File: config.mk
export PLATFORM = sky130hd
export DESIGN_NAME = instr_mem_loader
export DESIGN_NICKNAME = d
export VERILOG_FILES = /design/src/rtl/instr_mem_loader_pkg.sv /design/src/rtl/word_assembler.sv /design/src/rtl/instr_mem_loader.sv
export SDC_FILE = /design/constraint.sdc
export NUM_CORES = 1
export LEC_CHECK = 0
export ABC_AREA = 0
export BUFFER_PORTS_ARGS = -buffer_cell sky130_fd_sc_hd__buf_2
export CORE_MARGIN = 2
export CORE_UTILIZATION = 55
export DETAILED_ROUTE_END_ITERATION = 16
export PLACE_DENSITY = 0.89
export SYNTH_ARGS = -nofsm -noshare
export SYNTH_HDL_FRONTEND = slang
export SYNTH_SLANG_ARGS = --single-unit
File: constraint.sdc
create_clock -name clk -period 5.05 [get_ports clk]
set_clock_uncertainty 0.2 [all_clocks]
set_input_delay 0.2525 -clock clk [delete_from_list [all_inputs] [get_ports clk]]
set_output_delay 0.2525 -clock clk [all_outputs]
set_load 0.01 [all_outputs]
File: src/rtl/instr_mem_loader_pkg.sv
// Shared constants and FSM encoding for the instruction-memory loader.
package instr_mem_loader_pkg;
  localparam int DEPTH     = 64;
  localparam int ADDR_W    = 6;
  localparam int LANE_W    = 8;
  localparam int NUM_LANES = 4;
  localparam int WORD_W    = LANE_W * NUM_LANES;
  localparam int IDX_W     = $clog2(NUM_LANES);

  typedef enum logic [1:0] {
    IDLE  = 2'd0,
    RECV  = 2'd1,
    WRITE = 2'd2,
    DONE  = 2'd3
  } state_t;
endpackage

File: src/rtl/word_assembler.sv
// Packs a little-endian byte stream into 32-bit words; byte k lands in lane k.
module word_assembler
  import instr_mem_loader_pkg::*;
(
  input  logic              clk,
  input  logic              rst,
  input  logic              clear,
  input  logic              accept,
  input  logic [LANE_W-1:0] byte_data,
  output logic [WORD_W-1:0] word,
  output logic              word_full
);
  logic [NUM_LANES-1:0][LANE_W-1:0] lanes;
  logic [IDX_W-1:0]                 byte_idx;

  always_ff @(posedge clk) begin
    if (rst) begin
      byte_idx <= '0;
      lanes    <= '0;
    end else if (clear) begin
      byte_idx <= '0;
    end else if (accept) begin
      byte_idx        <= byte_idx + IDX_W'(1);
      lanes[byte_idx] <= byte_data;
    end
  end

  // Pulses with the accept of the top lane so the FSM can enter WRITE next cycle.
  assign word_full = accept && (byte_idx == IDX_W'(NUM_LANES - 1));
  assign word      = lanes;
endmodule

File: src/rtl/instr_mem_loader.sv
// Streams bytes into instruction memory word by word while holding the CPU in reset.
module instr_mem_loader #(
  parameter int DEPTH  = instr_mem_loader_pkg::DEPTH,
  parameter int ADDR_W = instr_mem_loader_pkg::ADDR_W
) (
  input  logic              clk,
  input  logic              rst,
  input  logic              start,
  input  logic [ADDR_W:0]   word_count,
  input  logic              byte_valid,
  input  logic [7:0]        byte_data,
  output logic              byte_ready,
  output logic              mem_we,
  output logic [ADDR_W-1:0] mem_addr,
  output logic [31:0]       mem_wdata,
  output logic              cpu_hold,
  output logic              busy,
  output logic              done,
  output logic              err
);
  import instr_mem_loader_pkg::state_t;
  import instr_mem_loader_pkg::IDLE;
  import instr_mem_loader_pkg::RECV;
  import instr_mem_loader_pkg::WRITE;
  import instr_mem_loader_pkg::DONE;

  localparam int CW = ADDR_W + 1;

  state_t            state, state_nx;
  logic [CW-1:0]     count;
  logic [ADDR_W-1:0] word_idx;
  logic              idle_like, legal, take, accept, word_full, last_word;

  assign idle_like = (state == IDLE) || (state == DONE);
  assign legal     = (word_count != '0) && (word_count <= CW'(DEPTH));
  assign take      = idle_like && start && legal;
  assign accept    = byte_ready && byte_valid;
  assign last_word = (CW'(word_idx) + CW'(1)) == count;

  word_assembler u_asm (
    .clk       (clk),
    .rst       (rst),
    .clear     (take),
    .accept    (accept),
    .byte_data (byte_data),
    .word      (mem_wdata),
    .word_full (word_full)
  );

  always_ff @(posedge clk) begin
    if (rst) state <= IDLE;
    else     state <= state_nx;
  end

  // Every handshake/strobe output is a pure decode of state.
  always_comb begin
    state_nx   = state;
    byte_ready = 1'b0;
    mem_we     = 1'b0;
    busy       = 1'b0;
    done       = 1'b0;
    cpu_hold   = 1'b1;
    case (state)
      IDLE: if (take) state_nx = RECV;
      RECV: begin
        byte_ready = 1'b1;
        busy       = 1'b1;
        if (word_full) state_nx = WRITE;
      end
      WRITE: begin
        mem_we   = 1'b1;
        busy     = 1'b1;
        state_nx = last_word ? DONE : RECV;
      end
      DONE: begin
        done     = 1'b1;
        cpu_hold = 1'b0;
        if (take) state_nx = RECV;
      end
      default: state_nx = IDLE;
    endcase
  end

  always_ff @(posedge clk) begin
    if (rst) begin
      count    <= '0;
      word_idx <= '0;
      err      <= 1'b0;
    end else begin
      if (idle_like && start) begin
        if (legal) begin
          count    <= word_count;
          word_idx <= '0;
          err      <= 1'b0;
        end else begin
          err <= 1'b1;
        end
      end
      if (state == WRITE && !last_word) word_idx <= word_idx + ADDR_W'(1);
    end
  end

  assign mem_addr = word_idx;
endmodule
# [Word level (Yosys, flattened, before mapping)]
# Cells that the tools add are included.
[totals] regBits=50 inputBits=19 output_inout_bits=44 wordCells=59
[op_classes] addsub=3 reduce_logical=20 n_lt_le_gt_ge=3 eq_ne=7 mux=16 bitwise=1
[ops] operator="$bwmux 32" count=1
[ops] operator="$mux 6" count=3
[ops] operator="$demux 8 s2" count=1
[ops] operator="$mux 8" count=1
[ops] operator="$reduce_and 2->1" count=4
[ops] operator="$add 6x1->7 const B" count=1
[ops] operator="$eq 7x7->1" count=1
[ops] operator="$le 7x7->1 const B" count=1
[ops] operator="$logic_and 1x1->1" count=7
[ops] operator="$reduce_bool 7->1" count=1
[ops] operator="$add 6x1->6 const B" count=1
[ops] operator="$eq 2x2->1 const B" count=3
[ops] operator="$mux 1" count=6
[ops] operator="$mux 2" count=3
[ops] operator="$pmux 2 s3" count=1
[ops] operator="$reduce_or 2->1" count=3
[ops] operator="$ne 2x1->1 const B" count=2
[ops] operator="$reduce_bool 2->1" count=2
[ops] operator="$lt 2x3->1 const B" count=1
[ops] operator="$add 2x1->2 const B" count=1
[ops] operator="$eq 2x1->1 const B" count=1
[ops] operator="$ge 2x1->1 const B" count=1
[ops] operator="$logic_not 2->1" count=1
[ops] operator="$logic_not 1->1" count=1
[ops] operator="other kinds (2)" count=2

# [Logic depth before layout (Yosys ltp)]
# Gate-level depths: netlist (run 1).
[depth] ltp_word=6 ltp_mapped=8

# [Modules after synthesis]
# A second synthesis (run 1) with hierarchy kept.
[hier_totals] hier_cells=240 area_unflattened_um2=2443.6
[modules_own_cells] module="word_assembler" area_each_um2=1443.9 instances=1 cells_each=131 seq_area_each_um2=680.7
[modules_own_cells] module="instr_mem_loader" area_each_um2=999.7 instances=1 cells_each=109 seq_area_each_um2=320.3

# [Worst setup path after synthesis (run 1)]
# No wires, ideal clock.
[synth_timing] path_kind="register to register" start="reg word_idx[0] (netlist: mem_addr[0])" end="reg word_idx[2] (netlist: mem_addr[2])" synth_period_minus_slack_ns=2.598 stages_incl_launch_ff=8 t_required_ns=4.728 n_path_buf=0 path_slack_ns=2.452 arrival_time_ns=2.276 setup_time_ns=0.122 path_cell_list="dfxtp_1 ha_1 nand3_1 o21ai_0 nand2_1 o41ai_1 nor2_1 a221o_1"
[synth_between] elab_chain_cells=6
[synth_rtl] element="start, declared" line_no="instr_mem_loader.sv:31" text="logic [ADDR_W-1:0] word_idx;"
[synth_rtl] element="start signal, assigned" line_no="instr_mem_loader.sv:99" text="if (state == WRITE && !last_word) word_idx <= word_idx + ADDR_W'(1);"
[synth_rtl] element="$add 6x1->7" line_no="instr_mem_loader.sv:38" text="assign last_word = (CW'(word_idx) + CW'(1)) == count;"
[synth_rtl] element="$eq 7x7->1" line_no="instr_mem_loader.sv:38"
[synth_rtl] element="$logic_not 1->1" line_no="instr_mem_loader.sv:99"
[synth_rtl] element="$logic_and 1x1->1" line_no="instr_mem_loader.sv:99"
[synth_rtl] element="$reduce_bool 2->1 (no line)"
[synth_rtl] element="$reduce_and 2->1 (no line)"
# Parallel ways exist; a longest one is shown, timed or not.
# A chain may end at the register's enable or synchronous reset.

# [Worst setup path after layout (run 1)]
[layout_timing] start="reg word_idx[0] (netlist: mem_addr[0])" end="reg word_idx[0] (netlist: mem_addr[0])"
# Same word-level chain as after synthesis.

==> results of run 1 <==
-- cells by family (layout without fill, tap and decap cells) --
| family | count (synthesis) | in the layout | share of synthesized area (%) |
|---|---|---|---|
| flip-flops | 50 | 50 | 45.3 |
| multiplexers | 42 | 42 | 19.1 |
| adder cells (fa/ha/maj) | 9 | 9 | 5.10 |
| buffers and inverters | 18 | 75 | 4.59 |
| AO/OA/AOI/OAI | 15 | 15 | 5.33 |
| AND/OR/NAND/NOR | 75 | 75 | 16.2 |
| XOR/XNOR | 11 | 11 | 4.36 |
-- path summary, 6_finish.rpt --
check                                     end  slack [ns]  cells after the start
worst min register to register  u_asm.word[7]        0.30                      2
worst max-delay path              mem_addr[0]        2.06                      7
worst max register to register    mem_addr[0]        2.06                      7
worst min-delay path                 count[2]       0.007                      3
-- routing by layer --
metal  up-vias  wire [um]
li1        868          -
met1       788       2070
met2        45       2120
met3         6        235
met4         0         61
met5         -          0
-- cell usage after synthesis, drive strengths merged (2+ instances only) --
cell / n / share of area [%]
or4: 2 / 0.68
nor2: 46 / 7.8
nand2: 6 / 1.0
inv: 6 / 1.0
a22o: 3 / 1.2
nor3b: 2 / 0.91
nor2b: 2 / 0.57
a221o: 2 / 0.91
or3b: 3 / 1.2
xor2: 4 / 1.6
o21ai: 2 / 0.45
ha: 9 / 5.1
dfxtp: 50 / 45
buf: 7 / 2.7
a21oi: 2 / 0.45
clkbuf: 5 / 0.85
xnor2: 7 / 2.8
nand3: 4 / 0.91
mux2i: 41 / 19
nor3: 4 / 0.91
-- through the flow --
step | hold WS [ns] | instance area, um2 | worst slack (ns) | utilization, % | std cells
global route | 0.0241 | 2620 | 1.80 | 66.3 | 327
CTS | 0.00432 | 2620 | 2.10 | 66.3 | 327
global placement | 0.268 | 2510 | 1.91 | 63.6 | 320
floorplan | 0.196 | 2210 | 2.45 | - | 220
finish | 0.00743 | 2620 | 2.06 | 66.3 | 327
detailed placement | 0.275 | 2510 | 1.80 | 63.6 | 320
-- flip-flops by register name (all words and copies together), names as in the netlist --
register / flops
mem_addr: 6
count: 7
u_asm.byte_idx: 2
u_asm.word: 32
err: 1
state: 2
-- power groups by stage --
| stage | sequential, mW | clock [mW] | combinational (mW) |
|---|---|---|---|
| after global routing | 0.451 | 0.298 | 0.278 |
| after CTS | 0.447 | 0.282 | 0.249 |
| after global placement | 0.454 | 0 | 0.242 |
| after detailed placement | 0.456 | 0 | 0.248 |
| after floorplan | 0.458 | 0 | 0.177 |
| final | 0.446 | 0.275 | 0.247 |
-- cell type report --
type,count,area (um2)
clock buffer,5,68.8
timing repair buffer,62,310
clock inverter,2,38.8
multi-input combinational,152,1110
sequential,50,1000
inverter,6,22.5
tap,50,62.6
fill,304,1330
-- critical path: stages (launching register included) --
cell,delay (ns)
dfxtp_1,0.43
ha_1,0.30
nand3_1,0.19
o21ai_0,0.20
nand2_1,0.10
o41ai_1,0.84
nor3b_2,0.47
mux2_2,0.22
==> summary.txt, run 1 <==
Routing
  – Antenna Violating Nets Remaining: 0
  – DRC violations left: 0
  – Final WL: 4.49 mm
  – Number of vias per cell after detailed routing: 5.22
  – Number of search-and-repair iterations in the first detailed-routing pass: 4
  – Violation count after the first detailed-route iteration: 59
  – Vias after detailed routing: 1,707
  – Routed wire per std cell: 13.7 um

Worst hold path
  – Class of the worst hold path: input pin to flip-flop
  – Critical hold path startpoint: word_count[2]

Global route
  – Most Used Layer, Global Route: met2
  – GR Util All Layers: 21.0%
  – Number of global-route vias before repair: 1,494
  – Routing usage on met1: 29.2%
  – GR Layer Usage met2: 31.7%
  – Wire length of the first global-routing pass: 7.12 mm
  – Total congestion overflow after global routing: 0
  – Maximum number of pins on one net before global-route repair: 50
  – Met3 track demand over resource in global routing: 5.50%
  – Initial antenna violation count: 0

Power and ir drop
  – PD cells: 370 nW/um2
  – Comb pwr share: 25.5%
  – Overall power after layout: 969 uW
  – Power share of the sequential group: 46.1%
  – Net switching power: 291 uW
  – Share of power burned in the clock network: 28.4%
  – Cell-internal power: 678 uW
  – Switching share of total power: 30.0%
  – Static leakage: 1.36 nW
  – Worst vdd rail ir drop: 0.000256 V

Floorplan
  – Rows: 23
  – Area of the die: 4540 um2
  – Boundary Pins: 63
  – Floorplan die width: 67.4 um
  – Initial Util: 56.0%
  – Die Span Y: 67.4 um
  – Core Footprint: 3940 um2

Synth
  – Cell area after synthesis: 2210 um2
  – Number of synthesized register bits: 50
  – Predominant post-synthesis flop cell: dfxtp_1
  – Number of synthesized flops with an enable pin: 0
  – Unique cell type count in the Yosys netlist: 35
  – Sequential fraction of the synthesis area: 45.3%
  – Fraction of registers with async set/reset: 0%
  – Count of mapped cells out of synthesis: 220
  – Post-synthesis area per instance: 10.0 um2
  – Syn_nets: 248
  – Number of warnings reported in the yosys synthesis log: 0

Clock tree
  – Maximum level of the CTS H-tree: 2
  – Hold buffer count at CTS: 0
  – Number of buffers on the longest clock path: 2
  – Clock Latency Late Sink: 0.30 ns
  – Clock-pin transition on the worst setup and hold timing paths: 0.08 ns
  – Number of buffers created by CTS: 5
  – # resized after CTS: 0
  – Clock tree root buffer cell: clkbuf_8
  – Clock tree from TritonCTS: yes
  – CTS sink cnt: 50
  – Number of setup buffers added after CTS: 0

Finish
  – Area Overhead vs Synth: 18.4%
  – Commonest cells after routing, fill and taps aside: 62 x buf_2, 50 x dfxtp_1, 46 x nor2_1
  – Antenna diode instance count: 0
  – Most common cell after layout, fill and taps aside: buf_2
  – Fraction of final layout cells with drive strength greater than 1: 26.4%
  – Count of nets after finishing: 305

Run
  – Maximum capacitance violations: 0

Timing
  – Final cycle utilization of the critical path: 59.2%
  – Slew at the pin closest to its max-slew limit: 0.906 ns
  – Setup tns final: 0 ns
  – Final worst path period need: 2.99 ns
  – Worst relative slew slack: 38.8%
  – Setup repair after global routing missed its margin: false
  – Final count of pins violating max slew: 0
  – Final hold violations: 0
  – Final setup violation count: 0
  – Fmax: 0.335 GHz

Setup path
  – R2R Path Start: mem_addr[0]
  – Worst endpoint required time: 5.09 ns
  – Kind of end point of the critical path: flip-flop
  – Critical path peak fanout: 6
  – Critical path data arrival time: 3.03 ns
  – Critical Path Start Type: flip-flop
  – Type of the worst setup path: flip-flop to flip-flop
  – Launching instance or port of the critical path: mem_addr[0]

Run status
  – Run status: finished, final reports clean

Placement
  – Port Buffers: 62
  – HPWL reported at the end of detailed placement: 3.27 mm
  – Final GP Congestion: 0.887
Power figures use the tool's default switching activity.
==> inputs of run 2 (changes only) <==
--- a/config.mk
+++ b/config.mk
@@ -8,9 +8,9 @@
 export ABC_AREA = 0
 export BUFFER_PORTS_ARGS = -buffer_cell sky130_fd_sc_hd__buf_2
 export CORE_MARGIN = 2
-export CORE_UTILIZATION = 55
+export CORE_UTILIZATION = 46
 export DETAILED_ROUTE_END_ITERATION = 16
-export PLACE_DENSITY = 0.89
+export PLACE_DENSITY = 0.8
 export SYNTH_ARGS = -nofsm -noshare
 export SYNTH_HDL_FRONTEND = slang
 export SYNTH_SLANG_ARGS = --single-unit
==> constraint.sdc (replaced) <==
create_clock -name clk -period 2.6 [get_ports clk]
set_clock_uncertainty 0.2 [all_clocks]
set_input_delay 0.13 -clock clk [delete_from_list [all_inputs] [get_ports clk]]
set_output_delay 0.13 -clock clk [all_outputs]
set_load 0.01 [all_outputs]
==> run 2 against run 1 <==
Net effect:
- flip-flop and latch count unchanged
- final area increased by 12%
- sequential share of layout area decreased by 4.0 points
- total power increased by 110%
- global-route usage decreased by 1.9 points
- critical path depth increased by 1
==> summary.txt, run 2 (synthesized netlist as in run 1, its figures left out) <==
Floorplan
  – Core Footprint: 4660 um2 (was 3940 um2)
  – Rows: 25 (was 23)
  – Boundary Pins: 63 (unchanged)
  – Die Span Y: 73.3 um (was 67.4 um)
  – Initial Util: 47.4% (was 56.0%)
  – Area of the die: 5370 um2 (was 4540 um2)
  – Floorplan die width: 73.3 um (was 67.4 um)

Routing
  – Total met2 wirelength after detailed routing: 2.43 mm (was 2.12 mm)
  – Top routing layer in use: met4 (unchanged)
  – DR WL met3: 183 um (was 235 um)
  – Routed wire per std cell: 13.7 um (about the same)
  – Wire length the detailed router placed on met1: 2.21 mm (was 2.07 mm)
  – DRC violations left: 0 (unchanged)
  – Number of vias per cell after detailed routing: 5.09 (was 5.22)
  – Vias after detailed routing: 1,833 (was 1,707)
  – Violation count after the first detailed-route iteration: 80 (was 59)
  – Number of search-and-repair iterations in the first detailed-routing pass: 4 (unchanged)
  – Antenna Violating Nets Remaining: 0 (unchanged)
  – Final WL: 4.91 mm (was 4.49 mm)

Clock tree
  – Clock tree root buffer cell: clkbuf_8 (unchanged)
  – Clock Latency Late Sink: 0.31 ns (was 0.30 ns)
  – Clock-pin transition on the worst setup and hold timing paths: 0.10 ns (was 0.08 ns)
  – Number of buffers on the longest clock path: 2 (unchanged)
  – CTS sink cnt: 50 (unchanged)
  – Maximum level of the CTS H-tree: 2 (unchanged)
  – Clock tree from TritonCTS: yes (unchanged)
  – Number of buffers created by CTS: 5 (unchanged)

Setup path
  – Launching instance or port of the critical path: word_count[4] (was mem_addr[0])
  – Worst endpoint required time: 2.60 ns (was 5.09 ns)
  – Critical path peak fanout: 12 (was 6)
  – Critical path data arrival time: 2.53 ns (was 3.03 ns)
  – R2R Path Start: mem_addr[1] (was mem_addr[0])
  – Number of cells on the worst reg-to-reg path: 8 (was 7)
  – Kind of end point of the critical path: flip-flop (unchanged)
  – Critical Path Start Type: input pin (was flip-flop)
  – Type of the worst setup path: input pin to flip-flop (was flip-flop to flip-flop)

Finish
  – Fraction of final layout cells with drive strength greater than 1: 28.8% (was 26.4%)
  – Antenna diode instance count: 0 (unchanged)
  – Commonest cells after routing, fill and taps aside: 62 x buf_2, 49 x dfxtp_1, 46 x nor2_1 (was 62 x buf_2, 50 x dfxtp_1, 46 x nor2_1)
  – Area Overhead vs Synth: 32.4% (was 18.4%)
  – Final std cells w/o fill: 360 (was 327)
  – Count of nets after finishing: 333 (was 305)
  – Most common cell after layout, fill and taps aside: buf_2 (unchanged)
  – Flip-flop count of the largest register after layout: 32 (unchanged)

Global route
  – Number of global-route vias before repair: 1,712 (was 1,494)
  – Maximum number of pins on one net before global-route repair: 37 (was 50)
  – GR Util All Layers: 19.1% (was 21.0%)
  – Total congestion overflow after global routing: 0 (unchanged)
  – Wire length of the first global-routing pass: 7.93 mm (was 7.12 mm)
  – Initial antenna violation count: 0 (unchanged)

Power and ir drop
  – Worst vdd rail ir drop: 0.000338 V (was 0.000256 V)
  – PD cells: 686 nW/um2 (was 370 nW/um2)
  – Static leakage: 1.50 nW (was 1.36 nW)
  – Cell-internal power: 1.40 mW (was 678 uW)
  – Power share of the sequential group: 43.0% (was 46.1%)
  – Share of power burned in the clock network: 28.3% (was 28.4%)
  – Net switching power: 608 uW (was 291 uW)
  – Comb pwr share: 28.7% (was 25.5%)
  – Switching share of total power: 30.3% (was 30.0%)

Worst hold path
  – Number of instances on the worst hold path: 4 (was 3)
  – Critical hold path startpoint: byte_valid (was word_count[2])
  – Class of the worst hold path: input pin to flip-flop (unchanged)

Timing
  – Final worst path period need: 2.53 ns
  – Final cycle utilization of the critical path: 97.3%
  – Setup repair after global routing missed its margin: false (unchanged)
  – Slew at the pin closest to its max-slew limit: 0.355 ns (was 0.906 ns)
  – Fmax: 0.395 GHz
  – Worst relative slew slack: 76.4% (was 38.8%)
  – Final setup violation count: 0 (unchanged)
  – Final hold violations: 0 (unchanged)
  – Final count of pins violating max slew: 0 (unchanged)
  – Setup tns final: 0 ns (unchanged)

Placement
  – Final GP Congestion: 0.771 (was 0.887)
  – HPWL reported at the end of detailed placement: 3.29 mm (was 3.27 mm)
  – Placed Cells incl. Taps: 333 (was 320)
  – Port Buffers: 62 (unchanged)

Run status
  – Run status: finished, final reports clean (unchanged)

Run
  – Maximum capacitance violations: 0 (unchanged)
-- run 2: cell types whose count changed in the layout (fill, tap and decap cells not counted), sizes merged --
| cell | change |
|---|---|
| buf | +9 |
| inv | +1 |
| dlygate4sd3 | +19 |
-- run 2: layout make-up --
type                       instances  area, um2
tap                               54       67.6
fill                             398       1740
clock inverter                     3       47.5
sequential                        50       1000
clock buffer                       5       68.8
inverter                           6       22.5
multi-input combinational        152       1140
timing repair buffer              90        576
-- run 2: final timing paths --
kind | slack (ns) | endpoint
worst max-delay path | 0.07 | count[0]
worst max register to register | 0.18 | mem_addr[5]
worst min-delay path | 0.13 | state[1]
worst min register to register | 0.30 | state[0]
-- run 2: repair_timing --
action                                 in CTS  in global routing
setup endpoints to repair                   0                  7
hold buffers                               19                  0
gates resized for setup                     0                 10
buffers inserted                            0                  0
endpoints found under the hold margin      42                  0
-- run 2: critical path, stage by stage --
cell	delay (ns)
dlygate4sd3_1	0.55
buf_2	0.15
or4_4	0.53
and4_4	0.23
buf_8	0.16
mux2i_4	0.16
nor2_1	0.06
dlygate4sd3_1	0.56
-- run 2: power groups by stage --
stage	registers (mW)	logic, mW	clock network [mW]
finish	0.863	0.576	0.566
global route	0.871	0.639	0.606
CTS	0.861	0.546	0.578
detailed placement	0.879	0.515	0
global placement	0.877	0.507	0
floorplan	0.889	0.344	0
-- run 2: layer usage --
metal / track usage (%) / vias to the layer above
met3: 3.57 / 7
met2: 32.0 / 39
met4: 7.41 / 0
met5: 0 / -
li1: - / 920
met1: 24.2 / 867
-- run 2: stage by stage --
stage	setup slack (ns)	utilization (%)	hold slack, ns	power, mW	cell area (um2)
2_1_floorplan	0.00177	-	0.0739	1.23	2210
3_3_place_gp	0.00620	55.4	0.181	1.38	2580
3_5_place_dp	-0.0642	55.4	0.192	1.39	2580
4_1_cts	0.0290	61.9	0.119	1.98	2890
5_1_grt	0.00635	62.7	0.166	2.12	2920
6_report	0.0693	62.7	0.126	2.00	2920
==> inputs of run 3 (changes only) <==
--- a/config.mk
+++ b/config.mk
@@ -5,12 +5,13 @@
 export SDC_FILE = /design/constraint.sdc
 export NUM_CORES = 1
 export LEC_CHECK = 0
-export ABC_AREA = 0
+export ABC_AREA = 1
 export BUFFER_PORTS_ARGS = -buffer_cell sky130_fd_sc_hd__buf_2
 export CORE_MARGIN = 2
 export CORE_UTILIZATION = 46
 export DETAILED_ROUTE_END_ITERATION = 16
-export PLACE_DENSITY = 0.8
+export PLACE_DENSITY = 0.79
+export SKIP_LAST_GASP = 1
 export SYNTH_ARGS = -nofsm -noshare
 export SYNTH_HDL_FRONTEND = slang
 export SYNTH_SLANG_ARGS = --single-unit
==> constraint.sdc (replaced) <==
create_clock -name clk -period 2.6 [get_ports clk]
set_clock_uncertainty 0.2 [all_clocks]
set_input_delay 0.13 -clock clk [delete_from_list [all_inputs] [get_ports clk]]
set_output_delay 0.13 -clock clk [all_outputs]
set_load 0.1 [all_outputs]
==> run 3 against run 2 <==
Net effect:
- final area decreased by 1.2%
- global-route usage is 3.2 points higher
- largest power group is now combinational cells
- die area increased by 2.5%
- highest routed layer unchanged
- total power rose by 14%
- routed wire length up 19%
- core utilization shrank 1.6 points
- flip-flop and latch count is the same
- combinational power grew 61%
==> summary.txt, run 3 <==
Setup path
  – CP max stage delay: 0.40 ns (was 0.56 ns)
  – Kind of end point of the critical path: flip-flop (unchanged)
  – Most used cell along the critical path: a21oi_1 (was dlygate4sd3_1)
  – Type of the worst setup path: flip-flop to flip-flop (was input pin to flip-flop)
  – Launching instance or port of the critical path: state[0] (was word_count[4])
  – Worst endpoint required time: 2.64 ns (was 2.60 ns)
  – Number of cells on the worst reg-to-reg path: 9 (was 8)
  – Critical path cell sequence: inv_1 -> ha_1 -> nand2_1 -> a21oi_1 -> o21ai_2 -> buf_4 -> a21oi_1 -> o21ai_0 -> a21oi_1 (was dlygate4sd3_1 -> buf_2 -> or4_4 -> and4_4 -> buf_8 -> mux2i_4 -> nor2_1 -> dlygate4sd3_1)
  – Critical path peak fanout: 22 (was 12)
  – Worst setup slack for register-to-register paths: 0.47 ns (was 0.18 ns)
  – R2R Path Start: state[0] (was mem_addr[1])
  – Critical path data arrival time: 2.17 ns (was 2.53 ns)
  – Critical Path Start Type: flip-flop (was input pin)
  – Slowest stage cell on the critical path: dfxtp_1 (was dlygate4sd3_1)

Routing
  – Routed wire per std cell: 12.8 um (was 13.7 um)
  – Number of vias per cell after detailed routing: 5.07 (was 5.09)
  – Violation count after the first detailed-route iteration: 177 (was 80)
  – Antenna Violating Nets Remaining: 0 (unchanged)
  – DRC violations left: 0 (unchanged)
  – Final WL: 5.85 mm (was 4.91 mm)
  – Number of search-and-repair iterations in the first detailed-routing pass: 4 (unchanged)
  – Vias after detailed routing: 2,309 (was 1,833)

Finish
  – Count of nets after finishing: 415 (was 333)
  – Antenna diode instance count: 0 (unchanged)
  – Filler cells: 422 (was 398)
  – Flip-flop count of the largest register after layout: 32 (unchanged)
  – Fraction of final layout cells with drive strength greater than 1: 21.6% (was 28.8%)
  – FF+latch area: 1000 um2 (about the same)
  – Commonest cells after routing, fill and taps aside: 67 x nand2_1, 62 x buf_2, 50 x dfxtp_1 (was 62 x buf_2, 49 x dfxtp_1, 46 x nor2_1)
  – Most common cell after layout, fill and taps aside: nand2_1 (was buf_2)
  – Area Overhead vs Synth: 27.4% (was 32.4%)
  – Area of combinational cells with multiple inputs: 1100 um2 (was 1140 um2)

Global route
  – Maximum number of pins on one net before global-route repair: 32 (was 37)
  – Initial antenna violation count: 0 (unchanged)
  – GR Util All Layers: 22.3% (was 19.1%)
  – Most Used Layer, Global Route: met2 (unchanged)
  – Number of global-route vias before repair: 2,026 (was 1,712)
  – GR Layer Usage met2: 35.5% (was 32.0%)
  – Wire length of the first global-routing pass: 9.37 mm (was 7.93 mm)
  – Total congestion overflow after global routing: 0 (unchanged)
  – Met3 track demand over resource in global routing: 4.20% (was 3.57%)
  – Routing usage on met1: 28.7% (was 24.2%)

Timing
  – Final setup violation count: 0 (unchanged)
  – Final hold violations: 0 (unchanged)
  – Final cycle utilization of the critical path: 81.9% (was 97.3%)
  – Slew at the pin closest to its max-slew limit: 0.519 ns (was 0.355 ns)
  – Final worst path period need: 2.13 ns (was 2.53 ns)
  – Final count of pins violating max slew: 0 (unchanged)
  – Worst relative slew slack: 65.6% (was 76.4%)
  – Fmax: 0.470 GHz (was 0.395 GHz)
  – Setup repair after global routing missed its margin: false (unchanged)
  – Setup tns final: 0 ns (unchanged)

Run status
  – Run status: finished, final reports clean (unchanged)

Synth
  – Cells taking the most area after synthesis: dfxtp_1 44%, nand2_1 11%, a21oi_1 9.5% (was dfxtp_1 45%, mux2i_1 19%, nor2_1 7.8%)
  – Syn_nets: 338 (was 248)
  – Cell area after synthesis: 2270 um2 (was 2210 um2)
  – Number of synthesized flops with an enable pin: 0 (unchanged)
  – Largest area contributor in the synthesized netlist: dfxtp_1 (unchanged)
  – Number of synthesized register bits: 50 (unchanged)
  – Number of warnings reported in the yosys synthesis log: 0 (unchanged)
  – Ranking of synthesized cells by instance count: 67 x nand2_1, 50 x dfxtp_1, 43 x a21oi_1, 43 x nand3_1, 28 x inv_1 (was 50 x dfxtp_1, 46 x nor2_1, 41 x mux2i_1, 9 x ha_1, 7 x xnor2_1)
  – Most common cell in the netlist: nand2_1 (was dfxtp_1)
  – Fraction of registers with async set/reset: 0% (unchanged)
  – Predominant post-synthesis flop cell: dfxtp_1 (unchanged)
  – Top cell type's share of synthesized area: 44.2% (was 45.3%)
  – Post-synthesis area per instance: 7.31 um2 (was 10.0 um2)
  – Count of mapped cells out of synthesis: 310 (was 220)
  – Sequential fraction of the synthesis area: 44.2% (was 45.3%)
  – Unique cell type count in the Yosys netlist: 23 (was 35)

Floorplan
  – Initial Util: 48.0% (was 47.4%)
  – Area of the die: 5510 um2 (was 5370 um2)
  – Rows: 25 (unchanged)
  – Floorplan die width: 74.2 um (was 73.3 um)
  – Core Footprint: 4720 um2 (was 4660 um2)
  – Die Span Y: 74.2 um (was 73.3 um)
  – Boundary Pins: 63 (unchanged)

Clock tree
  – Clock-pin transition on the worst setup and hold timing paths: 0.09 ns (was 0.10 ns)
  – # resized after CTS: 0 (unchanged)
  – Number of buffers on the longest clock path: 2 (unchanged)
  – Number of setup buffers added after CTS: 0 (unchanged)
  – Hold buffer count at CTS: 17 (was 19)
  – Number of buffers created by CTS: 5 (unchanged)
  – CTS sink cnt: 50 (unchanged)
  – Clock tree from TritonCTS: yes (unchanged)
  – Clock Latency Late Sink: 0.31 ns (about the same)
  – Maximum level of the CTS H-tree: 2 (unchanged)
  – Clock tree root buffer cell: clkbuf_8 (unchanged)

Power and ir drop
  – Overall power after layout: 2.28 mW (was 2.00 mW)
  – Static leakage: 1.27 nW (was 1.50 nW)
  – PD cells: 788 nW/um2 (was 686 nW/um2)
  – Worst vdd rail ir drop: 0.000428 V (was 0.000338 V)

Placement
  – HPWL reported at the end of detailed placement: 3.94 mm (was 3.29 mm)
  – Final GP Congestion: 0.836 (was 0.771)
  – Port Buffers: 62 (unchanged)

Worst hold path
  – Critical hold path startpoint: rst (was byte_valid)
  – Class of the worst hold path: input pin to flip-flop (unchanged)
  – Number of instances on the worst hold path: 3 (was 4)

Run
  – Maximum capacitance violations: 0 (unchanged)
run 3: final timing paths:
check / to
worst max-delay path: state[0]
worst min-delay path: mem_addr[5]
worst max register to register: state[0]
worst min register to register: u_asm.word[3]
run 3: cell families (layout without fill, tap and decap cells):
kind of cell | count (synthesis) | after routing | synth area share (%)
buf+inv | 41 | 119 | 7.28
fa+ha+maj | 9 | 9 | 4.97
flops | 50 | 50 | 44.2
compound gates | 62 | 62 | 14.1
simple gates | 148 | 148 | 29.5
run 3: where the power goes:
part           switching (mW)  total [mW]  internal (mW)
registers              0.0482       0.882          0.834
clock network           0.275       0.465          0.190
logic                   0.724       0.929          0.205
total                    1.05        2.28           1.23
run 3: metal layers:
layer / wire (um) / vias up
li1: - / 1167
met1: 2550 / 1057
met2: 2800 / 66
met3: 286 / 19
met4: 213 / 0
met5: 0 / -
run 3: layout make-up:
| type | count | share of cell area [%] |
|---|---|---|
| Multi-Input combinational cell | 219 | 38.1 |
| Sequential cell | 50 | 34.7 |
| Timing Repair Buffer | 82 | 17.4 |
| Inverter | 29 | 3.77 |
| Tap cell | 67 | 2.90 |
| Clock buffer | 5 | 2.38 |
| Clock inverter | 3 | 0.737 |
run 3: through the flow:
step | cell area, um2 | hold WS (ns) | instances | setup WS, ns | utilization (%)
5_1_grt | 2890 | 0.144 | 455 | 0.286 | 61.1
6_report | 2890 | 0.121 | 455 | 0.472 | 61.1
3_3_place_gp | 2630 | 0.209 | 430 | 0.556 | 55.6
2_1_floorplan | 2270 | 0.0782 | 310 | 0.0192 | -
4_1_cts | 2890 | 0.109 | 455 | 0.474 | 61.1
3_5_place_dp | 2630 | 0.217 | 430 | 0.486 | 55.6
run 3: worst max-delay path: cells and delay by family, from the launching register on:
kind	cells	cell delay, ns
buffers and inverters	2	0.27
DFF	1	0.40
adders and majority gates	1	0.35
AOI/OAI and AO/OA	5	0.76
and+or+nand+nor	1	0.07
